===== config.mk =====
export PLATFORM = sky130hd
export DESIGN_NAME = fd_pipe_reg
export DESIGN_NICKNAME = d
export VERILOG_FILES = /design/src/rtl/fd_pipe_reg_pkg.sv /design/src/rtl/fd_pipe_reg_br_predecode.sv /design/src/rtl/fd_pipe_reg.sv
export SDC_FILE = /design/constraint.sdc
export NUM_CORES = 1
export LEC_CHECK = 0
export ABC_AREA = 1
export CAP_MARGIN = 40
export CORE_ASPECT_RATIO = 1.4
export CORE_MARGIN = 4
export CORE_UTILIZATION = 45
export DETAILED_ROUTE_END_ITERATION = 10
export DONT_BUFFER_PORTS = 1
export HOLD_SLACK_MARGIN = 0.05
export SLEW_MARGIN = 10
export SYNTH_ARGS = -nofsm -noshare
export SYNTH_HDL_FRONTEND = slang
export SYNTH_HIERARCHICAL = 1
export SYNTH_SLANG_ARGS = --single-unit

===== constraint.sdc =====
create_clock -name clk -period 1.6 [get_ports clk]
set_input_delay 0.32 -clock clk [delete_from_list [all_inputs] [get_ports clk]]
set_output_delay 0.32 -clock clk [all_outputs]
set_load 0.005 [all_outputs]

===== src/rtl/fd_pipe_reg_pkg.sv =====
// Shared IF/ID definitions: opcodes, funct codes, exception codes, reset PC.
// Reused by decode and CP0.
package fd_pipe_reg_pkg;

   localparam logic [5:0] OP_SPECIAL = 6'h00;
   localparam logic [5:0] OP_REGIMM  = 6'h01;
   localparam logic [5:0] OP_J       = 6'h02;
   localparam logic [5:0] OP_JAL     = 6'h03;
   localparam logic [5:0] OP_BEQ     = 6'h04;
   localparam logic [5:0] OP_BNE     = 6'h05;
   localparam logic [5:0] OP_BLEZ    = 6'h06;
   localparam logic [5:0] OP_BGTZ    = 6'h07;

   localparam logic [5:0] FN_JR      = 6'h08;
   localparam logic [5:0] FN_JALR    = 6'h09;

   localparam logic [4:0] EXC_NONE   = 5'd0;
   localparam logic [4:0] EXC_ADEL   = 5'd4;

   localparam logic [31:0] RESET_PC_DEF = 32'h0000_3000;

   typedef struct packed {
      logic [31:0] instr;
      logic [31:0] pc4;
      logic [31:0] pc;
      logic        valid;
      logic [4:0]  exc;
      logic        bd;
   } if_id_t;

endpackage


===== src/rtl/fd_pipe_reg_br_predecode.sv =====
// Combinational branch/jump predecode: flags any instruction
// that owns a delay slot.
module br_predecode
   import fd_pipe_reg_pkg::*;
(
   input  logic [31:0] instr_i,
   output logic        is_branch_o
);

   logic [5:0] op;
   logic [5:0] fn;
   logic       unused_bits;

   assign op = instr_i[31:26];
   assign fn = instr_i[5:0];
   assign unused_bits = ^instr_i[25:6];

   always_comb begin
      is_branch_o = 1'b0;
      unique case (op)
         OP_REGIMM, OP_J, OP_JAL,
         OP_BEQ, OP_BNE, OP_BLEZ, OP_BGTZ:
            is_branch_o = 1'b1;
         OP_SPECIAL:
            is_branch_o = (fn == FN_JR) || (fn == FN_JALR);
         default:
            is_branch_o = 1'b0;
      endcase
   end

endmodule


===== src/rtl/fd_pipe_reg.sv =====
// IF/ID pipeline register with stall, flush/interrupt bubbles and BD tracking.
// Define FD_PERF_CNT_EN to add the saturating STALL_CNT output.
module fd_pipe_reg
   import fd_pipe_reg_pkg::*;
#(
   parameter logic [31:0] RESET_PC = RESET_PC_DEF
) (
   input  logic        clk,
   input  logic        reset,
   input  logic        STALL_D,
   input  logic        FLUSH_D,
   input  logic        INT_REQ,
   input  logic [31:0] INSTR_F,
   input  logic [31:0] PCadd4F,
   input  logic [31:0] PC,
   input  logic        PC_EXP,
   output logic [31:0] INSTR_D,
   output logic [31:0] PCadd4D,
   output logic [31:0] PC_D,
   output logic        VALID_D,
   output logic [4:0]  EXC_D,
   output logic        BD_D
`ifdef FD_PERF_CNT_EN
   ,
   output logic [31:0] STALL_CNT
`endif
);

   localparam if_id_t RST_VAL = '{
      instr: 32'h0,
      pc4:   RESET_PC + 32'd4,
      pc:    RESET_PC,
      valid: 1'b0,
      exc:   EXC_NONE,
      bd:    1'b0
   };

   if_id_t r_q, r_d;
   logic   d_is_br;
   logic   bubble;

   br_predecode u_predec (
      .instr_i     (r_q.instr),
      .is_branch_o (d_is_br)
   );

   assign bubble = FLUSH_D | INT_REQ;

   always_comb begin
      r_d = r_q;
      if (bubble) begin
         // Bubble still carries the victim PC for EPC.
         r_d.instr = 32'h0;
         r_d.pc4   = PCadd4F;
         r_d.pc    = PC;
         r_d.valid = 1'b0;
         r_d.exc   = EXC_NONE;
         r_d.bd    = 1'b0;
      end else if (!STALL_D) begin
         r_d.pc4   = PCadd4F;
         r_d.pc    = PC;
         r_d.valid = 1'b1;
         r_d.bd    = r_q.valid & d_is_br;
         r_d.instr = PC_EXP ? 32'h0 : INSTR_F;
         r_d.exc   = PC_EXP ? EXC_ADEL : EXC_NONE;
      end
   end

   always_ff @(posedge clk) begin
      if (reset) r_q <= RST_VAL;
      else       r_q <= r_d;
   end

   assign INSTR_D = r_q.instr;
   assign PCadd4D = r_q.pc4;
   assign PC_D    = r_q.pc;
   assign VALID_D = r_q.valid;
   assign EXC_D   = r_q.exc;
   assign BD_D    = r_q.bd;

`ifdef FD_PERF_CNT_EN
   logic [31:0] cnt_q, cnt_d;

   always_comb begin
      cnt_d = cnt_q;
      if (STALL_D && !bubble && (cnt_q != 32'hFFFF_FFFF))
         cnt_d = cnt_q + 32'd1;
   end

   always_ff @(posedge clk) begin
      if (reset) cnt_q <= 32'h0;
      else       cnt_q <= cnt_d;
   end

   assign STALL_CNT = cnt_q;
`endif

endmodule


After elaboration in Yosys (flattened, before gate mapping) --
Cells that the tools add are included.
Operators by class: multiplexer cells 5, bitwise operators 2, reductions and logical operators 4, eq/ne operators 10
Operator list (number):
- $mux 71 | 2
- $mux 32 | 1
- $eq 6x3->1 const B | 4
- $eq 6x2->1 const B | 2
- $eq 6x4->1 const B | 2
- $reduce_or 7->1 | 1
- $eq 6x1->1 const B | 1
- $logic_not 6->1 | 1
- $mux 3 | 1
- $ne 2x1->1 const B | 1
- $pmux 1 s2 | 1
- $reduce_or 2->1 | 1
- $and 1x1->1 | 1
- $logic_or 1x1->1 | 1
- $or 1x1->1 | 1
Storage, ports and cells: logic and storage cells 27, input bits 102, flip-flop bits (word level) 103, output and inout bits 103

Logic depth before layout (Yosys ltp) --
Gate-level depths: netlist (run 1).
depth after elaboration 6, mapped depth 6, mapped depth without buffers 6

Cells and area by module --
The synthesis (run 1) kept the hierarchy.
Modules (own cells, without submodules):
- fd_pipe_reg | cells each 567, instances 1, area each 4006.3 sq um, seq. area each 1981.9 sq um
- br_predecode | cells each 11, instances 1, area each 46.3 sq um, seq. area each 0.0 sq um

Worst setup path after synthesis (run 1) --
OpenSTA, ideal clock, no wires.
kind input port to flip-flop, start point input port STALL_D, end point register r_q, in the netlist PCadd4D[26], stages 6, required time 1.485 ns, library setup time 0.115 ns, arrival 0.972 ns, buffers on the path 3, slack 0.513 ns, cells stage by stage buf_2 > buf_2 > buf_2 > nand3_1 > nand2_1 > nor2_1
Between the ends: cells in the longest elaborated chain, start to end 1
RTL lines:
- from (decl) | line fd_pipe_reg.sv:10 | input logic STALL_D,
- $ne 2x1->1 (no line)
- to (signal assigned) | line fd_pipe_reg.sv:71 | else r_q <= r_d;
- to (decl) | line fd_pipe_reg.sv:38 | if_id_t r_q, r_d;
No other way between the ends. A chain may end at the register's enable or synchronous reset.

Worst setup path in the final report (run 1) --
start point register r_q, in the netlist INSTR_D[5], end point output port INSTR_D[5]
RTL lines:
- to (decl) | line fd_pipe_reg.sv:17 | output logic [31:0] INSTR_D,
No word-level cell between the ends.

==> summary.md, run 1 <==
| Metric | Value |
|---|---|
| Status | `finished clean` |
| Largest net degree at the start of global routing | `160` |
| Setup crit start kind | `flop` |
| Clock-pin slew on the worst setup and hold paths | `0.06 ns` |
| Hold Vio Cnt, Final | `0` |
| WS Path Type | `reg -> out` |
| Final period util | `65.8%` |
| DP Wirelength | `6.88 mm` |
| Worst Setup EP | `INSTR_D[5]` |
| Max FO, Critical Path | `3` |
| Setup violators final | `0` |
| Maxcap violations | `0` |
| Final slew viol count | `0` |
| Die Ht | `120 um` |
| Routed wire length | `9.87 mm` |
| Total GRT Usage | `17.7%` |
| PwrDens | `approximately 1200 nW/um2` |
| Share of cells above drive strength 1 | `5.36%` |
| Vias in the first global route | `just over 3,000` |
| Sw power | `roughly 1.2 mW` |
| Inserted Clock Buffers | `9` |
| Rows | `40` |
| DIE WIDTH | `around 90 um` |
| Layout Skew | `between 0.0015 and 0.002 ns` |
| Syn_area_per_cell | `7.01 um2` |
| CP required | `1.28 ns` |
| Total number of vias | `approximately 3,400` |
| Root Buffer | `clkbuf_16` |
| Wire length per cell | `14.8 um` |
| Resize count post-CTS | `0` |
| Residual DRC | `0` |
| RSZ-0062 raised after global routing | `false` |
| H-tree depth | `3` |
| Setup TNS Final | `0 ns` |
| Clock sinks | `99` |
| Worst R2R Start | `INSTR_D[4]$_SDFFE_PP0N_` |
| Worst Hold Class | `in -> reg` |
| Count of different cell masters after synthesis | `14` |
| Total chip power | `5.06 mW` |
| Cell count after placement | `650` |
| Final Instance Count excl. Fillers | `665` |
| Iter 0 DRT Violations | `approximately 180` |
| Part of the power in registers | `a little over half` |
| Initial antenna violation count | `0` |
| Final Wtd Congestion | `between 0.7 and 0.8` |
| Post-Syn Area | `4050 um2` |
| Post-CTS Hold Buffers | `0` |
| Core area | `8710 um2` |
| Die outline area | `10,600 um2` |
| IO Pins | `205` |
| Place WS | `about 0.33 ns` |
| CTS tree | `done` |
| First-pass DRT Iterations | `4` |
| Antenna-violating nets left | `0` |
| Worst reg2reg path depth | `5` |
| Crit. path cell count | `0` |
| Minimum clock period | `~1.1 ns` |
| Worst flop-to-flop path endpoint | `BD_D$_SDFFE_PP0N_` |
| Sw Share | `23.0%` |
| Hold slack final | `0.100 ns` |
| R2r setup slk | `0.62 ns` |
| Fin nets | `658` |
| Initial Utilization | `46.5%` |
| Clk buf depth | `2` |
| Cell count after synthesis | `578` |
| PnR worst setup slack | `0.547 ns` |
| Seq/Total Area, Yosys | `about half` |
| P_int | `3.90 mW` |
| Comb pwr share | `7.2%` |
| Post-CTS Setup Bufs | `0` |
| Worst setup startpoint | `INSTR_D[5]$_SDFFE_PP0N_` |
| Crit. End Element | `output port` |
| Peak Freq | `0.949 GHz` |
| Peak VDD IR | `0.000647 V` |
| Clock network power share | `slightly below 40%` |
| Leak Pwr | `1.84 nW` |
| Arrival @ worst endpoint | `0.73 ns` |
| Drt via density | `approximately 5` |
| Inserted Diodes | `0` |
| First-pass GRT wire length | `15.0 mm` |
| Clock Latency Late Sink | `0.33 ns` |
| GRT overflow | `0` |
| P&R area growth vs syn | `7.50%` |
| Port bufs | `0` |
| Synth warnings | `6` |
| Seq cells post-synth | `99` |
==> cells in the mapped netlist, drive strengths merged <==
cell type	number	area share (%)
nand2	133	12
dfxtp	99	49
a21oi	93	11
nand3	71	8.8
nor2	68	6.6
inv	64	5.9
buf	35	4.6
clkbuf	13	1.2
conb	1	0.093
nor3	1	0.12
==> metrics by stage <==
step	utilization [%]	area, um2
floorplan	-	4060
global placement	46.8	4080
detailed placement	46.8	4080
CTS	50.0	4360
global route	50.0	4360
finish	50.0	4360
==> cell families after synthesis <==
family	share of synthesized area, %
DFF	48.9
AOI/OAI and AO/OA	11.5
other	0.0925
and+or+nand+nor	27.8
buffers and inverters	11.7
==> layer usage <==
layer,vias up,share of wire [%],track usage [%]
met5,-,0,0
met4,0,1.7,7.18
met3,12,13,7.98
met2,151,48,28.3
met1,1453,37,20.4
li1,1751,-,-
==> power groups by stage <==
stage | sequential [mW] | combinational (mW) | clock (mW)
finish | 2.68 | 0.364 | 2.01
floorplan | 2.71 | 0.361 | 0
detailed placement | 2.75 | 0.365 | 0
CTS | 2.69 | 0.367 | 2.09
global placement | 2.74 | 0.351 | 0
global route | 2.70 | 0.425 | 2.21
==> sequential cells by signal, summed over array words and instances (netlist names) <==
name	cells
EXC_D	1
INSTR_D	32
VALID_D	1
PCadd4D	32
BD_D	1
PC_D	32
==> layout by cell type (no fill, tap or decap) <==
cell type,Yosys,routed
a21oi_1,93,93
buf_12,0,2
buf_4,6,10
clkbuf_1,13,1
clkbuf_16,0,9
clkbuf_8,0,3
clkinv_2,0,2
conb_1,1,4
dfxtp_1,99,99
inv_1,64,63
inv_2,0,1
nand2_1,133,133
nand3_1,71,71
nor2_1,65,65
nor2_2,2,2
nor2_4,1,1
nor3_1,1,1
==> cell type report <==
cell class	instances	area (um2)
repair buffers	12	115
flip-flops and latches	99	1980
multi-input cells	370	1610
clock inverters	2	10.0
inverters	64	240
well taps	105	131
clock buffers	13	270
fillers	887	4350
==> worst min-delay path by stage <==
stage,to,slack [ns],cells after the start,from
finish,PCadd4D[2]$_SDFFE_PP1P_,0.10,2,PCadd4F[2]
global route,PCadd4D[22]$_SDFFE_PP0P_,0.1,2,PCadd4F[22]
CTS,PCadd4D[2]$_SDFFE_PP1P_,0.08,2,PCadd4F[2]
detailed placement,PCadd4D[2]$_SDFFE_PP1P_,0.44,2,PCadd4F[2]
global placement,PCadd4D[13]$_SDFFE_PP1P_,0.44,2,PCadd4F[13]
floorplan,PC_D[12]$_SDFFE_PP1P_,0.43,2,PC[12]
No activity file was read; power rests on OpenSTA's default activity.
==> inputs of run 2 (changes only) <==
==> constraint.sdc (replaced) <==
create_clock -name clk -period 1 [get_ports clk]
set_input_delay 0.2 -clock clk [delete_from_list [all_inputs] [get_ports clk]]
set_output_delay 0.2 -clock clk [all_outputs]
set_load 0.005 [all_outputs]
==> run 2 against run 1 <==
  * Hold slack got worse by 0.041 ns
  * Clock-buffer cell count shrank 3
  * Non-clock buffer count is 108 higher
  * Cell area grew 27%
  * Flip-flop and latch count stayed put
  * Critical path depth is 1 higher
  * Sequential power increased by 60%
  * Utilization up 14 points
  * Clock skew grew 0.0030 ns
  * First-iteration DRC count is 1.1% lower
  * Power up 72%
  * Largest power group unchanged
==> summary.md, run 2 (synthesized netlist as in run 1, its figures left out) <==
| Metric | Value |
|---|---|
| Die outline area | `around 11,000 um2` |
| R2r setup slk | `0.06 ns` |
| Place WS | `-0.0188 ns` |
| Worst reg2reg path depth | `5` |
| H-tree depth | `3` |
| RSZ-0062 raised after global routing | `true` |
| Clk buf depth | `2` |
| Worst flop-to-flop path endpoint | `BD_D$_SDFFE_PP0N_` |
| Worst Setup EP | `INSTR_D[4]` |
| Fin nets | `766` |
| Most common cell after layout, fill and taps aside | `nand2_1` |
| DIE WIDTH | `around 88 um` |
| Crit. End Element | `output port` |
| WS Path Type | `reg -> out` |
| Clock-pin slew on the worst setup and hold paths | `approximately 0.07 ns` |
| Status | `finished clean` |
| Final Wtd Congestion | `0.740` |
| Inserted Clock Buffers | `9` |
| Setup violators final | `0` |
| CP required | `0.80 ns` |
| CTS tree | `done` |
| First-pass GRT wire length | `17.5 mm` |
| Critical Path Slowest Stage Cell | `dfxtp_2` |
| Post-place instance area | `4220 um2` |
| P&R area growth vs syn | `36.6%` |
| First-pass DRT Iterations | `4` |
| Setup crit start kind | `flop` |
| Global routing usage on met2 | `34.5%` |
| Die Ht | `120 um` |
| Share of cells above drive strength 1 | `around 8%` |
| Post-route cell area | `5540 um2` |
| Most frequent cells in the layout | `133 x nand2_1, 96 x dlygate4sd3_1, 92 x a21oi_1` |
| Maxcap violations | `0` |
| GRT overflow | `0` |
| Arrival @ worst endpoint | `0.78 ns` |
| Final period util | `98.5%` |
| PnR worst setup slack | `between 0.015 and 0.02 ns` |
| Worst Hold Class | `in -> reg` |
| Routed wire length | `11.5 mm` |
| Total number of vias | `3,873` |
| Worst R2R Start | `INSTR_D[3]$_SDFFE_PP0N_` |
| Core area | `just under 9000 um2` |
| Post-CTS Hold Buffers | `96` |
| Inserted Diodes | `0` |
| PwrDens | `1580 nW/um2` |
| Hold Crit Depth | `3` |
| Root Buffer | `clkbuf_16` |
| Met1 Use GR | `22.5%` |
| Worst setup startpoint | `INSTR_D[4]$_SDFFE_PP0N_` |
| Wire length per cell | `roughly 15 um` |
| Port bufs | `0` |
| Max FO, Critical Path | `2` |
| DP Wirelength | `6.94 mm` |
| Peak Freq | `approximately 1.0 GHz` |
| Final slew viol count | `0` |
| Largest net degree at the start of global routing | `between 150 and 200` |
| Gr busiest metal | `met2` |
| Clock sinks | `99` |
| Hold Vio Cnt, Final | `0` |
| Residual DRC | `0` |
| Initial Utilization | `46.5%` |
| IO Pins | `205` |
| Critical path buffers and inverters | `1` |
| Post-layout util | `63.6%` |
| Antenna-violating nets left | `0` |
| Crit. path cell count | `1` |
| Rows | `40` |
| Layout Skew | `0.00478 ns` |
| Vias in the first global route | `3,749` |
| Iter 0 DRT Violations | `about 180` |
| Peak VDD IR | `0.00151 V` |
| Leak Pwr | `around 2.3 nW` |
| Critical Path Max Stage Delay | `roughly 0.35 ns` |
| Worst-path cell chain | `buf_6` |
| Critical path's top delay family | `flip-flops` |
| Initial antenna violation count | `0` |
| Drt via density | `5.00` |
| Total GRT Usage | `20.6%` |
| Minimum clock period | `0.985 ns` |
| Total chip power | `8.73 mW` |
| GR Util met3 | `slightly below 7%` |
| Clock Latency Late Sink | `0.34 ns` |
[run 2: stage by stage]
stage               instances  setup TNS (ns)  hold slack [ns]
finish                    774               0           0.0596
detailed placement        661         -0.0709            0.320
global route              774         -0.0537           0.0197
floorplan                 581               0            0.313
CTS                       774               0         -0.00220
global placement          661               0            0.318
[run 2: final cells by class]
type                            instances  area [um2]
Clock inverter                          6        65.1
Clock buffer                           10         239
Inverter                               64         240
Timing Repair Buffer                  120        1250
Tap cell                              105         131
Sequential cell                        99        1990
Multi-Input combinational cell        370        1610
Fill cell                             766        3170
[run 2: power by group]
group          internal [mW]  switching (mW)
clock network           2.01            1.46
registers               4.14           0.160
logic                  0.517           0.442
total                   6.66            2.07
[run 2: how the worst min path moves through the flow]
stage | startpoint | endpoint | slack, ns
floorplan | PC[12] | PC_D[12]$_SDFFE_PP1P_ | 0.31
global placement | PCadd4F[2] | PCadd4D[2]$_SDFFE_PP1P_ | 0.32
detailed placement | PCadd4F[2] | PCadd4D[2]$_SDFFE_PP1P_ | 0.32
CTS | STALL_D | INSTR_D[13]$_SDFFE_PP0N_ | -0.002
global route | STALL_D | INSTR_D[12]$_SDFFE_PP0N_ | 0.02
finish | STALL_D | PC_D[1]$_SDFFE_PP0P_ | 0.06
[run 2: layer usage]
layer,routed length [um],vias to the layer above
met5,0,-
met4,444,0
met3,1150,33
met2,5470,161
met1,4390,1708
li1,-,1971
[run 2: timing repair]
item,CTS,global route
resized for setup,8,9
hold endpoints to repair,97,47
setup endpoints to repair,5,8
cloned,0,0
setup buffers,1,0
